### src/rtl/pipo_register_if.sv
// -----------------------------------------------------------------------------
// pipo_register_if
// Bundle for the parallel-in/parallel-out holding register.
//   i_Ld      : load enable, producer -> register
//   i_Data    : WIDTH-bit word to capture, producer -> register
//   o_Data    : held word, register -> consumer
//   o_Valid   : at least one load since reset, register -> consumer
//   o_Ld_Ack  : one-cycle pulse after each capturing edge, register -> consumer
// The master modport is the side that drives the load and the data.
// The slave modport is the register itself.
// -----------------------------------------------------------------------------
interface pipo_register_if #(
    parameter int WIDTH = 8
);
    logic             i_Ld;
    logic [WIDTH-1:0] i_Data;
    logic [WIDTH-1:0] o_Data;
    logic             o_Valid;
    logic             o_Ld_Ack;

    modport master (
        output i_Ld,
        output i_Data,
        input  o_Data,
        input  o_Valid,
        input  o_Ld_Ack
    );

    modport slave (
        input  i_Ld,
        input  i_Data,
        output o_Data,
        output o_Valid,
        output o_Ld_Ack
    );
endinterface

### src/rtl/pipo_register.sv
// -----------------------------------------------------------------------------
// pipo_register
// Parallel-in/parallel-out holding register for the comm-module datapath.
// When i_Ld is high at a rising edge, the register captures i_Data. It then
// holds that word on o_Data until the next load or a reset. The register also
// provides these status outputs:
//   o_Valid  : sticky flag. It goes high on the first load after reset.
//   o_Ld_Ack : high for the cycle that follows each capturing edge.
// Ports:
//   i_Clk : system clock. All state changes on its rising edge.
//   i_Rst : asynchronous, active-high reset. Reset release must already be
//           synchronised to i_Clk.
//   bus   : pipo_register_if.slave. Carries i_Ld and i_Data in, and
//           o_Data, o_Valid and o_Ld_Ack out.
// Every output comes directly from a flop. The only path from an input to an
// output that does not go through a flop is the asynchronous reset.
// The WIDTH of the bus instance must match the WIDTH of this module.
// -----------------------------------------------------------------------------
module pipo_register #(
    parameter int          WIDTH       = 8,
    parameter logic [63:0] RESET_VALUE = 64'd0
) (
    input  logic          i_Clk,
    input  logic          i_Rst,
    pipo_register_if.slave bus
);
    // RESET_VALUE is given as 64 bits. Keep only the low WIDTH bits. This
    // zero-extends a short constant and truncates a wide one.
    localparam logic [WIDTH-1:0] RESET_WORD = RESET_VALUE[WIDTH-1:0];

    logic [WIDTH-1:0] data_reg;
    logic [WIDTH-1:0] data_next;
    logic             valid_reg;
    logic             valid_next;
    logic             ack_reg;
    logic             ack_next;

    // Next-state logic. Without a load, the data word and the valid flag keep
    // their values, and the acknowledge pulse clears.
    always_comb begin
        data_next  = data_reg;
        valid_next = valid_reg;
        ack_next   = 1'b0;
        if (bus.i_Ld) begin
            data_next  = bus.i_Data;
            valid_next = 1'b1;
            ack_next   = 1'b1;
        end
    end

    // Reset takes priority over a load on the same edge. A word captured before
    // the reset is lost.
    always_ff @(posedge i_Clk or posedge i_Rst) begin
        if (i_Rst) begin
            data_reg  <= RESET_WORD;
            valid_reg <= 1'b0;
            ack_reg   <= 1'b0;
        end else begin
            data_reg  <= data_next;
            valid_reg <= valid_next;
            ack_reg   <= ack_next;
        end
    end

    assign bus.o_Data   = data_reg;
    assign bus.o_Valid  = valid_reg;
    assign bus.o_Ld_Ack = ack_reg;
endmodule

### src/flat_wrapper.sv
// flat-port wrapper written by rule: the top's interface ports become plain ports
module pipo_register_flat 
#(
    parameter int          WIDTH       = 8,
    parameter logic [63:0] RESET_VALUE = 64'd0
)
  (i_Clk, i_Rst, bus_i_Ld, bus_i_Data, bus_o_Data, bus_o_Valid, bus_o_Ld_Ack);
  pipo_register_if #(.WIDTH(WIDTH)) bus_i ();
  input  logic i_Clk;
  input  logic i_Rst;
  input wire logic [$bits(bus_i.i_Ld)-1:0] bus_i_Ld;
  input wire logic [$bits(bus_i.i_Data)-1:0] bus_i_Data;
  output wire logic [$bits(bus_i.o_Data)-1:0] bus_o_Data;
  output wire logic [$bits(bus_i.o_Valid)-1:0] bus_o_Valid;
  output wire logic [$bits(bus_i.o_Ld_Ack)-1:0] bus_o_Ld_Ack;
  assign bus_i.i_Ld = bus_i_Ld;
  assign bus_i.i_Data = bus_i_Data;
  assign bus_o_Data = bus_i.o_Data;
  assign bus_o_Valid = bus_i.o_Valid;
  assign bus_o_Ld_Ack = bus_i.o_Ld_Ack;
  pipo_register #(.WIDTH(WIDTH), .RESET_VALUE(RESET_VALUE)) u_core (.i_Clk(i_Clk), .i_Rst(i_Rst), .bus(bus_i));
endmodule
### config.mk
export PLATFORM = sky130hd
export DESIGN_NAME = pipo_register_flat
export DESIGN_NICKNAME = d
export VERILOG_FILES = /design/src/rtl/pipo_register_if.sv /design/src/rtl/pipo_register.sv /design/src/flat_wrapper.sv
export SDC_FILE = /design/constraint.sdc
export NUM_CORES = 1
export LEC_CHECK = 0
export BUFFER_PORTS_ARGS = -buffer_cell sky130_fd_sc_hd__buf_2
export CAP_MARGIN = 0
export CORE_AREA = 2 2 39 41
export CTS_BUF_LIST = sky130_fd_sc_hd__clkbuf_4 sky130_fd_sc_hd__clkbuf_8 sky130_fd_sc_hd__clkbuf_16
export CTS_CLUSTER_SIZE = 8
export DETAILED_ROUTE_END_ITERATION = 8
export DIE_AREA = 0 0 41 43
export GPL_TIMING_DRIVEN = 0
export HOLD_SLACK_MARGIN = 0.03
export SLEW_MARGIN = 20
export SYNTH_ARGS = -nofsm -noshare
export SYNTH_HDL_FRONTEND = slang
export SYNTH_SLANG_ARGS = --single-unit
### constraint.sdc
create_clock -name i_Clk -period 0.8 [get_ports i_Clk]
set_input_delay 0.08 -clock i_Clk [delete_from_list [all_inputs] [get_ports i_Clk]]
set_output_delay 0.08 -clock i_Clk [all_outputs]
set_load 0.02 [all_outputs]
# After elaboration in Yosys (flattened, before gate mapping)

Cells that the tools add are included.

Flip-flop bits (word level): 10
Input port bits: 11
Output and inout bits: 10
Word-level logic and storage cells: 4

Mux-type cells: 1

Operators with widths:

| kind   | number |
|---|---|
| $mux 1 | 1 |

# Logic depth before layout (Yosys ltp)

Gate-level depths: netlist of run 1.

Depth after elaboration: 1
Gate-level depth with buffers: 2
Depth with buffers taken out: 1

# Worst setup path after synthesis of run 1

Ideal clock, no wire load.

Path kind: reg-to-reg
From: reg u_core.bus.o_Data[0] (netlist name)
To: reg u_core.data_reg[0] (netlist: u_core.bus.o_Data[0])
Library setup time: 0.125 ns
Arrival: 0.710 ns
Data required time: 0.675 ns
Setup slack: -0.035 ns
Stages on the path, launching flop included: 2
Buffers on the path: 0
Period minus slack after synthesis: 0.835 ns
Cell sequence: dfrtp_1 -> mux2_4

RTL lines:

| what                 | RTL line            | text |
|---|---|---|
| to (signal assigned) | pipo_register.sv:59 | `data_reg <= data_next;` |
| to (decl)            | pipo_register.sv:31 | `logic [WIDTH-1:0] data_reg;` |

# Final worst setup path of run 1

From: reg u_core.data_reg[4] (netlist: u_core.bus.o_Data[4])
To: out bus_o_Data[4]

RTL lines:

| what      | RTL line           | text |
|---|---|---|
| to (decl) | flat_wrapper.sv:13 | `output wire logic [$bits(bus_i.o_Data)-1:0] bus_o_Data;` |

No word-level cell between the ends.

==> results.py, run 1 <==
metrics = {
    "yosys": {
        "synth-async-reset-ratio_pct": 100,
        "synth_seq_area_share_pct": 63.9,
        "synth.cells.most_frequent": "dfrtp_1, mux2_4, buf_6, inv_1, or2_1",
        "syn_avg_cell_area_um2": 18.6,
        "synth_ff_type": "dfrtp_1",
        "synth_area_leaders": "dfrtp_1, mux2_4, buf_6",
        "synthesis.nets": 32,
        "syn_area_um2": 392,
        "synth_top_cell_by_area": "dfrtp_1",
        "synth.most_common_cell": "dfrtp_1",
        "synthesis.instances": 21,
        "synth_top_area_share_pct": 63.9,
        "synth-seq-cells": 10,
        "netlist-cell-type-count": 5,
        "yosysWarnings": 0,
        "synth_edf_count": 0,
    },
    "final_layout": {
        "drive_gt1_share_pct": 87.5,
        "fin_nets": 60,
        "n_antenna_cell": 0,
        "syn2layout_area_growth_pct": 65.5,
    },
    "detailed_routing": {
        "vias_per_cell": 4.03,
        "totalWireLength_um": 705,
        "ant_nets": 0,
        "wl_per_cell_um": 11.0,
        "drc_errors": 0,
        "first_iter_violations": 0,
        "route.vias.total": 258,
        "dr.pass1.iters": 1,
    },
    "timing": {
        "tightest_slew_ns": 0.369,
        "slew_viol_final": 0,
        "fin_skew_ns": 0,
        "hold_slack_ns": 0.0451,
        "slew_headroom_pct": 75.4,
        "rsz0062_at_grt": "true",
        "setup_viol": 11,
        "fin_crit_sh_pct": 110,
        "finalSetupTns_ns": -0.744,
        "fin_ws_ns": -0.0822,
        "period_needed_ns": 0.882,
        "finalHoldViolations": 0,
        "max_freq_ghz": 1.13,
    },
    "run_status": {
        "violations": "setup timing",
        "status": "finished with violations",
    },
    "clock_tree": {
        "cts_buffers": 3,
        "h-tree-depth": 1,
        "cts_buffer_depth": 2,
        "cts_sinks": 10,
        "cts_tree": "built",
        "insertion_delay_ns": 0.26,
        "cts.reportedPaths.clkPinSlew_ns": 0.07,
        "clock-root-buffer": "clkbuf_4",
    },
    "critical_path": {
        "critPathLaunchType": "flip-flop",
        "path_cells": "buf_6",
        "crit_required_ns": 0.72,
        "crit_type": "flip-flop to output port",
        "path_buf_inv": 1,
        "cp_slowest_cell": "dfrtp_2",
        "critical-path-top-delay-family": "flip-flops",
        "max_stage_delay_ns": 0.41,
        "critPathArrivalTime_ns": 0.80,
        "end_kind": "output port",
        "cp_max_fo": 2,
    },
    "floorplanning": {
        "ioPinCount": 21,
        "die_h_um": 43,
        "die_x_um": 41,
        "core_region_area_um2": 1380,
        "initial_utilization_pct": 28.3,
        "die_area_um2": 1760,
        "rows": 14,
    },
    "global_route": {
        "grt_usage_pct": 10.4,
        "grt_pass1_wl_um": 1120,
        "grt_overflow": 0,
        "antenna_found_initial": 0,
        "grt_max_degree": 11,
        "first_global_vias": 263,
    },
    "power": {
        "power_density_nw_per_um2": 2020,
        "power_leakage_nw": 0.317,
        "ir_drop_uv": 761,
    },
    "place": {
        "hpwlAfterDp_um": 524,
        "io_buffer_count": 20,
        "place_congestion": 0.593,
    },
    "run": {
        "max_cap_violations": 0,
    },
    "hold_path": {
        "hold_path_class": "input port to flip-flop",
    },
}
## path summary, 6_finish.rpt
kind | startpoint | slack (ns) | to | depth (start not counted)
setup / recovery | u_core.bus.o_Data[4] | -0.08 | bus_o_Data[4] | 1
hold / removal | bus_i_Data[4] | 0.05 | u_core.bus.o_Data[4] | 2
setup reg to reg | u_core.bus.o_Valid | -0.02 | u_core.bus.o_Valid | 2
hold reg to reg | u_core.bus.o_Data[5] | 0.53 | u_core.bus.o_Data[5] | 1
max in group asynchronous | i_Rst | 0.18 | u_core.bus.o_Data[3] | 3
min in group asynchronous | i_Rst | 0.33 | u_core.bus.o_Valid | 3
## state kept, by name, indices dropped and copies added, names as in the netlist
signal / flops
u_core.bus.o_Valid: 1
u_core.bus.o_Ld_Ack: 1
u_core.bus.o_Data: 8
## report_power, final
part,switching (mW),internal [mW]
Sequential,0.0316,0.556
Combinational,0.109,0.168
Clock,0.168,0.276
## what timing repair did
action	in CTS	in global routing
setup buffers	1	0
endpoints found under the setup margin	10	18
resized for setup	20	0
pin swaps	0	0
hold buffers	2	0
hold endpoints to repair	11	0
## area by class of cell
type	instances	area, µm²
plain buffers	1	11.3
clock buffers	4	36.3
fillers	138	736
inverters	1	3.75
multi-input cells	9	126
flip-flops and latches	10	260
well taps	16	20.0
repair buffers	23	190
## cells by family (layout without fill, tap and decap cells)
family	count (synthesis)	in the layout	synth area share, %
flip-flops	10	10	63.9
multiplexers	8	8	30.7
buffers and inverters	2	29	3.83
AND/OR/NAND/NOR	1	1	1.60
## metal layers
layer | wire length [µm] | vias up | GRT usage (%)
met2 | 359 | 11 | 14.7
met4 | 0 | 0 | 8.00
met1 | 295 | 123 | 11.3
met3 | 49 | 0 | 4.71
met5 | 0 | - | 0
li1 | - | 124 | -
## cells in the final DEF, fill, tap and decap left out, drive strengths merged
| cell | netlist | routed |
|---|---|---|
| dfrtp | 10 | 10 |
| mux2 | 8 | 8 |
| clkbuf | 0 | 4 |
| inv | 1 | 1 |
| buf | 1 | 22 |
| or2 | 1 | 1 |
| dlygate4sd3 | 0 | 2 |
## per-stage QoR
step / util (%) / instance area (µm²) / power, mW / std cells / setup WS, ns
6_report: 46.8 / 648 / 1.31 / 64 / -0.0822
3_3_place_gp: 37.7 / 522 / 0.805 / 57 / 0.0253
2_1_floorplan: - / 402 / 0.730 / 21 / -0.0222
4_1_cts: 46.8 / 648 / 1.34 / 64 / -0.0985
5_1_grt: 46.8 / 648 / 1.38 / 64 / -0.120
3_5_place_dp: 37.7 / 522 / 0.810 / 57 / 0.0212
(Power assumes the default switching activity.)
==> run 2: changes to the inputs <==
--- a/config.mk
+++ b/config.mk
@@ -18,3 +18,4 @@
 export SYNTH_ARGS = -nofsm -noshare
 export SYNTH_HDL_FRONTEND = slang
 export SYNTH_SLANG_ARGS = --single-unit
+export TNS_END_PERCENT = 5
==> run 2 against run 1 <==
Against the previous run:
- core utilization decreased by 1.4 points
- the flow still finishes with violations (setup timing)
- final cell count down 1.6%
- total power down 0.28%
- first-iteration DRC count unchanged
- fmax about the same
- flip-flop and latch count unchanged
- non-clock buffer count down 1
- register-to-register slack improved by 0.03 ns
- setup slack about the same
- design area decreased by 3.1%
==> results.py, run 2 (synthesis gave the netlist of run 1 again) <==
metrics = {
    "clock_tree": {
        "cts_tree": "built",
        "cts_buffer_depth": 2,
        "cts.reportedPaths.clkPinSlew_ns": 0.07,
        "post_cts_buffers": 0,
        "insertion_delay_ns": 0.26,
        "cts_buffers": 3,
        "clock-root-buffer": "clkbuf_4",
        "h-tree-depth": 1,
        "cts_sinks": 10,
    },
    "global_route": {
        "first_global_vias": 263,
        "antenna_found_initial": 0,
        "grt_max_degree": 11,
        "grt_usage_pct": 10.4,
        "grt_pass1_wl_um": 1120,
        "grt_overflow": 0,
    },
    "final_layout": {
        "final_common_cell": "buf_2",
        "fin_cells": 63,
        "largest_reg_flops": 8,
        "syn2layout_area_growth_pct": 60.4,
        "fin_nets": 59,
        "drive_gt1_share_pct": 87.2,
        "fillers": 140,
        "final_cell_mix": "buf_2, buf_6, mux2_4, dfrtp_2, clkbuf_4",
        "n_antenna_cell": 0,
    },
    "timing": {
        "rsz0062_at_grt": "true",
        "finalHoldViolations": 0,
        "tightest_slew_ns": 0.369,
        "setup_viol": 10,
        "fin_crit_sh_pct": 110,
        "fin_ws_ns": -0.0822,
        "max_freq_ghz": 1.13,
        "period_needed_ns": 0.882,
        "slew_viol_final": 0,
        "fin_skew_ns": 0,
        "slew_headroom_pct": 75.4,
    },
    "floorplanning": {
        "core_region_area_um2": 1380,
        "die_x_um": 41,
        "die_h_um": 43,
        "initial_utilization_pct": 28.3,
        "die_area_um2": 1760,
        "rows": 14,
        "ioPinCount": 21,
    },
    "critical_path": {
        "critPathArrivalTime_ns": 0.80,
        "path_buf_inv": 1,
        "max_stage_delay_ns": 0.41,
        "cp_slowest_cell": "dfrtp_2",
        "crit_type": "flip-flop to output port",
        "critPathLaunchType": "flip-flop",
        "critical-path-top-delay-family": "flip-flops",
        "cp_max_fo": 2,
        "crit_required_ns": 0.72,
        "path_cells": "buf_6",
        "end_kind": "output port",
    },
    "power": {
        "ir_drop_uv": 760,
        "power_density_nw_per_um2": 2080,
        "power_leakage_nw": 0.307,
        "power_mw": 1.30,
    },
    "place": {
        "placed_cells": 57,
        "io_buffer_count": 20,
        "place_congestion": 0.593,
        "dpl_worst_slack_ns": 0.0212,
        "hpwlAfterDp_um": 524,
    },
    "run_status": {
        "violations": "setup timing",
        "status": "finished with violations",
    },
    "run": {
        "max_cap_violations": 0,
    },
    "detailed_routing": {
        "first_iter_violations": 0,
        "ant_nets": 0,
        "wl_per_cell_um": 11.1,
        "dr.pass1.iters": 1,
        "drc_errors": 0,
        "wl_met3_um": 54,
        "maxUsedRoutingLayer": "met3",
        "vias_per_cell": 4.02,
        "totalWireLength_um": 699,
        "route.vias.total": 253,
        "routed-wl-met2_um": 351,
        "wl_met1_um": 293,
    },
    "hold_path": {
        "hold_path_class": "input port to flip-flop",
    },
}
-- run 2: worst paths after layout --
check / cells after the start / to / from / slack, ns
setup / recovery: 1 / bus_o_Data[4] / u_core.bus.o_Data[4] / -0.08
hold / removal: 2 / u_core.bus.o_Data[4] / bus_i_Data[4] / 0.05
setup reg to reg: 1 / u_core.bus.o_Data[7] / u_core.bus.o_Data[7] / 0.01
hold reg to reg: 1 / u_core.bus.o_Valid / u_core.bus.o_Valid / 0.47
max in group asynchronous: 3 / u_core.bus.o_Data[3] / i_Rst / 0.18
min in group asynchronous: 3 / u_core.bus.o_Valid / i_Rst / 0.33
-- run 2: stage by stage --
| step | TNS, ns | hold slack [ns] | utilization (%) | area [µm²] |
|---|---|---|---|---|
| after global routing | -1.13 | 0.0312 | 45.4 | 628 |
| final | -0.743 | 0.0451 | 45.4 | 628 |
| after floorplan | -0.178 | -0.0804 | - | 402 |
| after detailed placement | 0 | 0.0744 | 37.7 | 522 |
| after global placement | 0 | 0.0728 | 37.7 | 522 |
| after CTS | -0.880 | 0.0370 | 45.4 | 628 |
-- run 2: area by class of cell --
type / count / area [µm²] / share of cell area [%]
Multi-Input combinational cell: 9 / 126 / 20.1
Inverter: 1 / 3.75 / 0.598
Sequential cell: 10 / 260 / 41.4
Tap cell: 16 / 20.0 / 3.19
Timing Repair Buffer: 22 / 170 / 27.1
Buffer: 1 / 11.3 / 1.79
Clock buffer: 4 / 36.3 / 5.78
-- run 2: power by group --
| group | leakage (nW) | switching [mW] | internal, mW |
|---|---|---|---|
| Clock | 0.0210 | 0.168 | 0.276 |
| Sequential | 0.106 | 0.0309 | 0.556 |
| Combinational | 0.180 | 0.109 | 0.165 |
-- run 2: routing by layer --
metal / GRT usage [%] / vias up
met1: 11.3 / 120
met3: 4.71 / 0
met5: 0 / -
met2: 14.7 / 11
met4: 8.00 / 0
li1: - / 122
-- run 2: timing repair --
item                       in CTS  in global routing
gates cloned                    0                  0
hold endpoints to repair       11                  0
hold buffers                    2                  0
resized for setup              16                  0
pin swaps                       0                  0
setup endpoints to repair      10                 17
==> run 3: changes to the inputs <==
--- a/config.mk
+++ b/config.mk
@@ -8,7 +8,7 @@
 export BUFFER_PORTS_ARGS = -buffer_cell sky130_fd_sc_hd__buf_2
 export CAP_MARGIN = 0
 export CORE_AREA = 2 2 39 41
-export CTS_BUF_LIST = sky130_fd_sc_hd__clkbuf_4 sky130_fd_sc_hd__clkbuf_8 sky130_fd_sc_hd__clkbuf_16
+export CTS_BUF_LIST = sky130_fd_sc_hd__clkbuf_8
 export CTS_CLUSTER_SIZE = 8
 export DETAILED_ROUTE_END_ITERATION = 8
 export DIE_AREA = 0 0 41 43
==> run 3 against run 2 <==
Against the previous run:
- design area up 3.0%
- combinational power about the same
- final cell count unchanged
- critical endpoint is now bus_o_Data[6]
- largest power group is now the clock network
- fmax up 3.9%
- the flow still finishes with violations (setup timing)
- routed wire length up 1.1%
- critical path depth unchanged
- sequential power about the same
- worst hold slack better by 0.032 ns
- first-iteration DRC count up 3
==> results.py, run 3 (synthesis gave the netlist of run 1 again) <==
metrics = {
    "detailed_routing": {
        "dr.pass1.iters": 2,
        "vias_per_cell": 4.02,
        "totalWireLength_um": 707,
        "first_iter_violations": 3,
        "wl_per_cell_um": 11.2,
        "route.vias.total": 253,
        "drc_errors": 0,
        "ant_nets": 0,
    },
    "final_layout": {
        "final_cell_mix": "buf_2, buf_6, mux2_4, dfrtp_2, clkbuf_8",
        "post-route-util_pct": 46.7,
        "drive_gt1_share_pct": 87.2,
        "syn2layout_area_growth_pct": 65.2,
        "fillers": 135,
        "fin_nets": 59,
        "n_antenna_cell": 0,
        "largest_reg_flops": 8,
        "final_common_cell": "buf_2",
        "multiInputGateArea_um2": 126,
        "seq_area_um2": 260,
    },
    "power": {
        "power_density_nw_per_um2": 2290,
        "pwr-share-comb_pct": 18.5,
        "switching_share_pct": 21.9,
        "p_switching_mw": 0.324,
        "internal_power_mw": 1.15,
        "pwr-share-seq_pct": 39.8,
        "power_leakage_nw": 0.315,
        "power_frac_clock_pct": 41.6,
        "power_mw": 1.48,
        "ir_drop_uv": 874,
    },
    "critical_path": {
        "critical-path-top-delay-family": "flip-flops",
        "max_stage_delay_ns": 0.41,
        "cp_slowest_cell": "dfrtp_2",
        "critPathLaunchType": "flip-flop",
        "end_kind": "output port",
        "critPathArrivalTime_ns": 0.77,
        "crit_required_ns": 0.72,
        "path_cells": "buf_6",
        "cp_max_fo": 2,
        "path_buf_inv": 1,
        "crit_type": "flip-flop to output port",
    },
    "run": {
        "max_cap_violations": 0,
    },
    "clock_tree": {
        "cts_tree": "built",
        "h-tree-depth": 1,
        "cts_buffers": 3,
        "cts_buffer_depth": 2,
        "post_cts_buffers": 0,
        "insertion_delay_ns": 0.23,
        "clock-root-buffer": "clkbuf_8",
        "cts_sinks": 10,
        "cts.reportedPaths.clkPinSlew_ns": 0.05,
    },
    "floorplanning": {
        "core_region_area_um2": 1380,
        "initial_utilization_pct": 28.3,
        "die_h_um": 43,
        "die_x_um": 41,
        "rows": 14,
        "die_area_um2": 1760,
        "ioPinCount": 21,
    },
    "timing": {
        "slew_headroom_pct": 75.3,
        "setup_viol": 10,
        "finalHoldViolations": 0,
        "period_needed_ns": 0.849,
        "fin_crit_sh_pct": 106,
        "fin_skew_ns": 0,
        "hold_slack_ns": 0.0775,
        "tightest_slew_ns": 0.370,
        "slew_viol_final": 0,
        "finalSetupTns_ns": -0.390,
        "max_freq_ghz": 1.18,
        "rsz0062_at_grt": "true",
        "fin_ws_ns": -0.0491,
    },
    "global_route": {
        "grt_overflow": 0,
        "antenna_found_initial": 0,
        "grt_usage_pct": 10.1,
        "first_global_vias": 261,
        "grt_pass1_wl_um": 1110,
        "grt_max_degree": 11,
    },
    "place": {
        "place_congestion": 0.593,
        "hpwlAfterDp_um": 524,
        "io_buffer_count": 20,
    },
    "hold_path": {
        "hold_path_class": "input port to flip-flop",
    },
    "run_status": {
        "violations": "setup timing",
        "status": "finished with violations",
    },
}
-- run 3: area by class of cell --
| cell class | instances | share of cell area (%) |
|---|---|---|
| buffer | 1 | 1.74 |
| clock buffer | 4 | 8.51 |
| inverter | 1 | 0.580 |
| multi-input combinational | 9 | 19.5 |
| sequential | 10 | 40.2 |
| tap | 16 | 3.09 |
| timing repair buffer | 22 | 26.3 |
-- run 3: power groups by stage --
stage                     clock network [mW]  registers (mW)  logic (mW)
final                                  0.616           0.589       0.274
after global routing                   0.665           0.594       0.294
after CTS                              0.637           0.590       0.279
after detailed placement                   0           0.586       0.224
after global placement                     0           0.585       0.220
after floorplan                            0           0.642      0.0876
-- run 3: final timing paths --
path | start | to | slack, ns | cells past startpoint
worst min register to register | u_core.bus.o_Valid | u_core.bus.o_Valid | 0.46 | 1
worst min-delay path | bus_i_Data[4] | u_core.bus.o_Data[4] | 0.08 | 2
worst max-delay path | u_core.bus.o_Data[6] | bus_o_Data[6] | -0.05 | 1
worst max register to register | u_core.bus.o_Data[2] | u_core.bus.o_Data[2] | 0.01 | 1
min in group asynchronous | i_Rst | u_core.bus.o_Data[6] | 0.36 | 3
max in group asynchronous | i_Rst | u_core.bus.o_Data[7] | 0.15 | 3
-- run 3: stage by stage --
stage	setup WS, ns	instances	area (µm²)
after floorplan	-0.0222	21	402
after global placement	0.0253	57	522
after detailed placement	0.0212	57	522
after CTS	-0.0581	63	647
after global routing	-0.0737	63	647
final	-0.0491	63	647
-- run 3: timing repair --
item,in CTS,in global routing
setup endpoints to repair,10,16
hold buffers,2,0
resized for setup,16,0
endpoints found under the hold margin,11,0
-- run 3: per-layer routing --
| layer | track usage [%] | wire (µm) | up-vias |
|---|---|---|---|
| met3 | 3.14 | 55 | 0 |
| met5 | 0 | 0 | - |
| met2 | 14.7 | 355 | 11 |
| met4 | 8.00 | 0 | 0 |
| li1 | - | - | 121 |
| met1 | 11.3 | 296 | 121 |
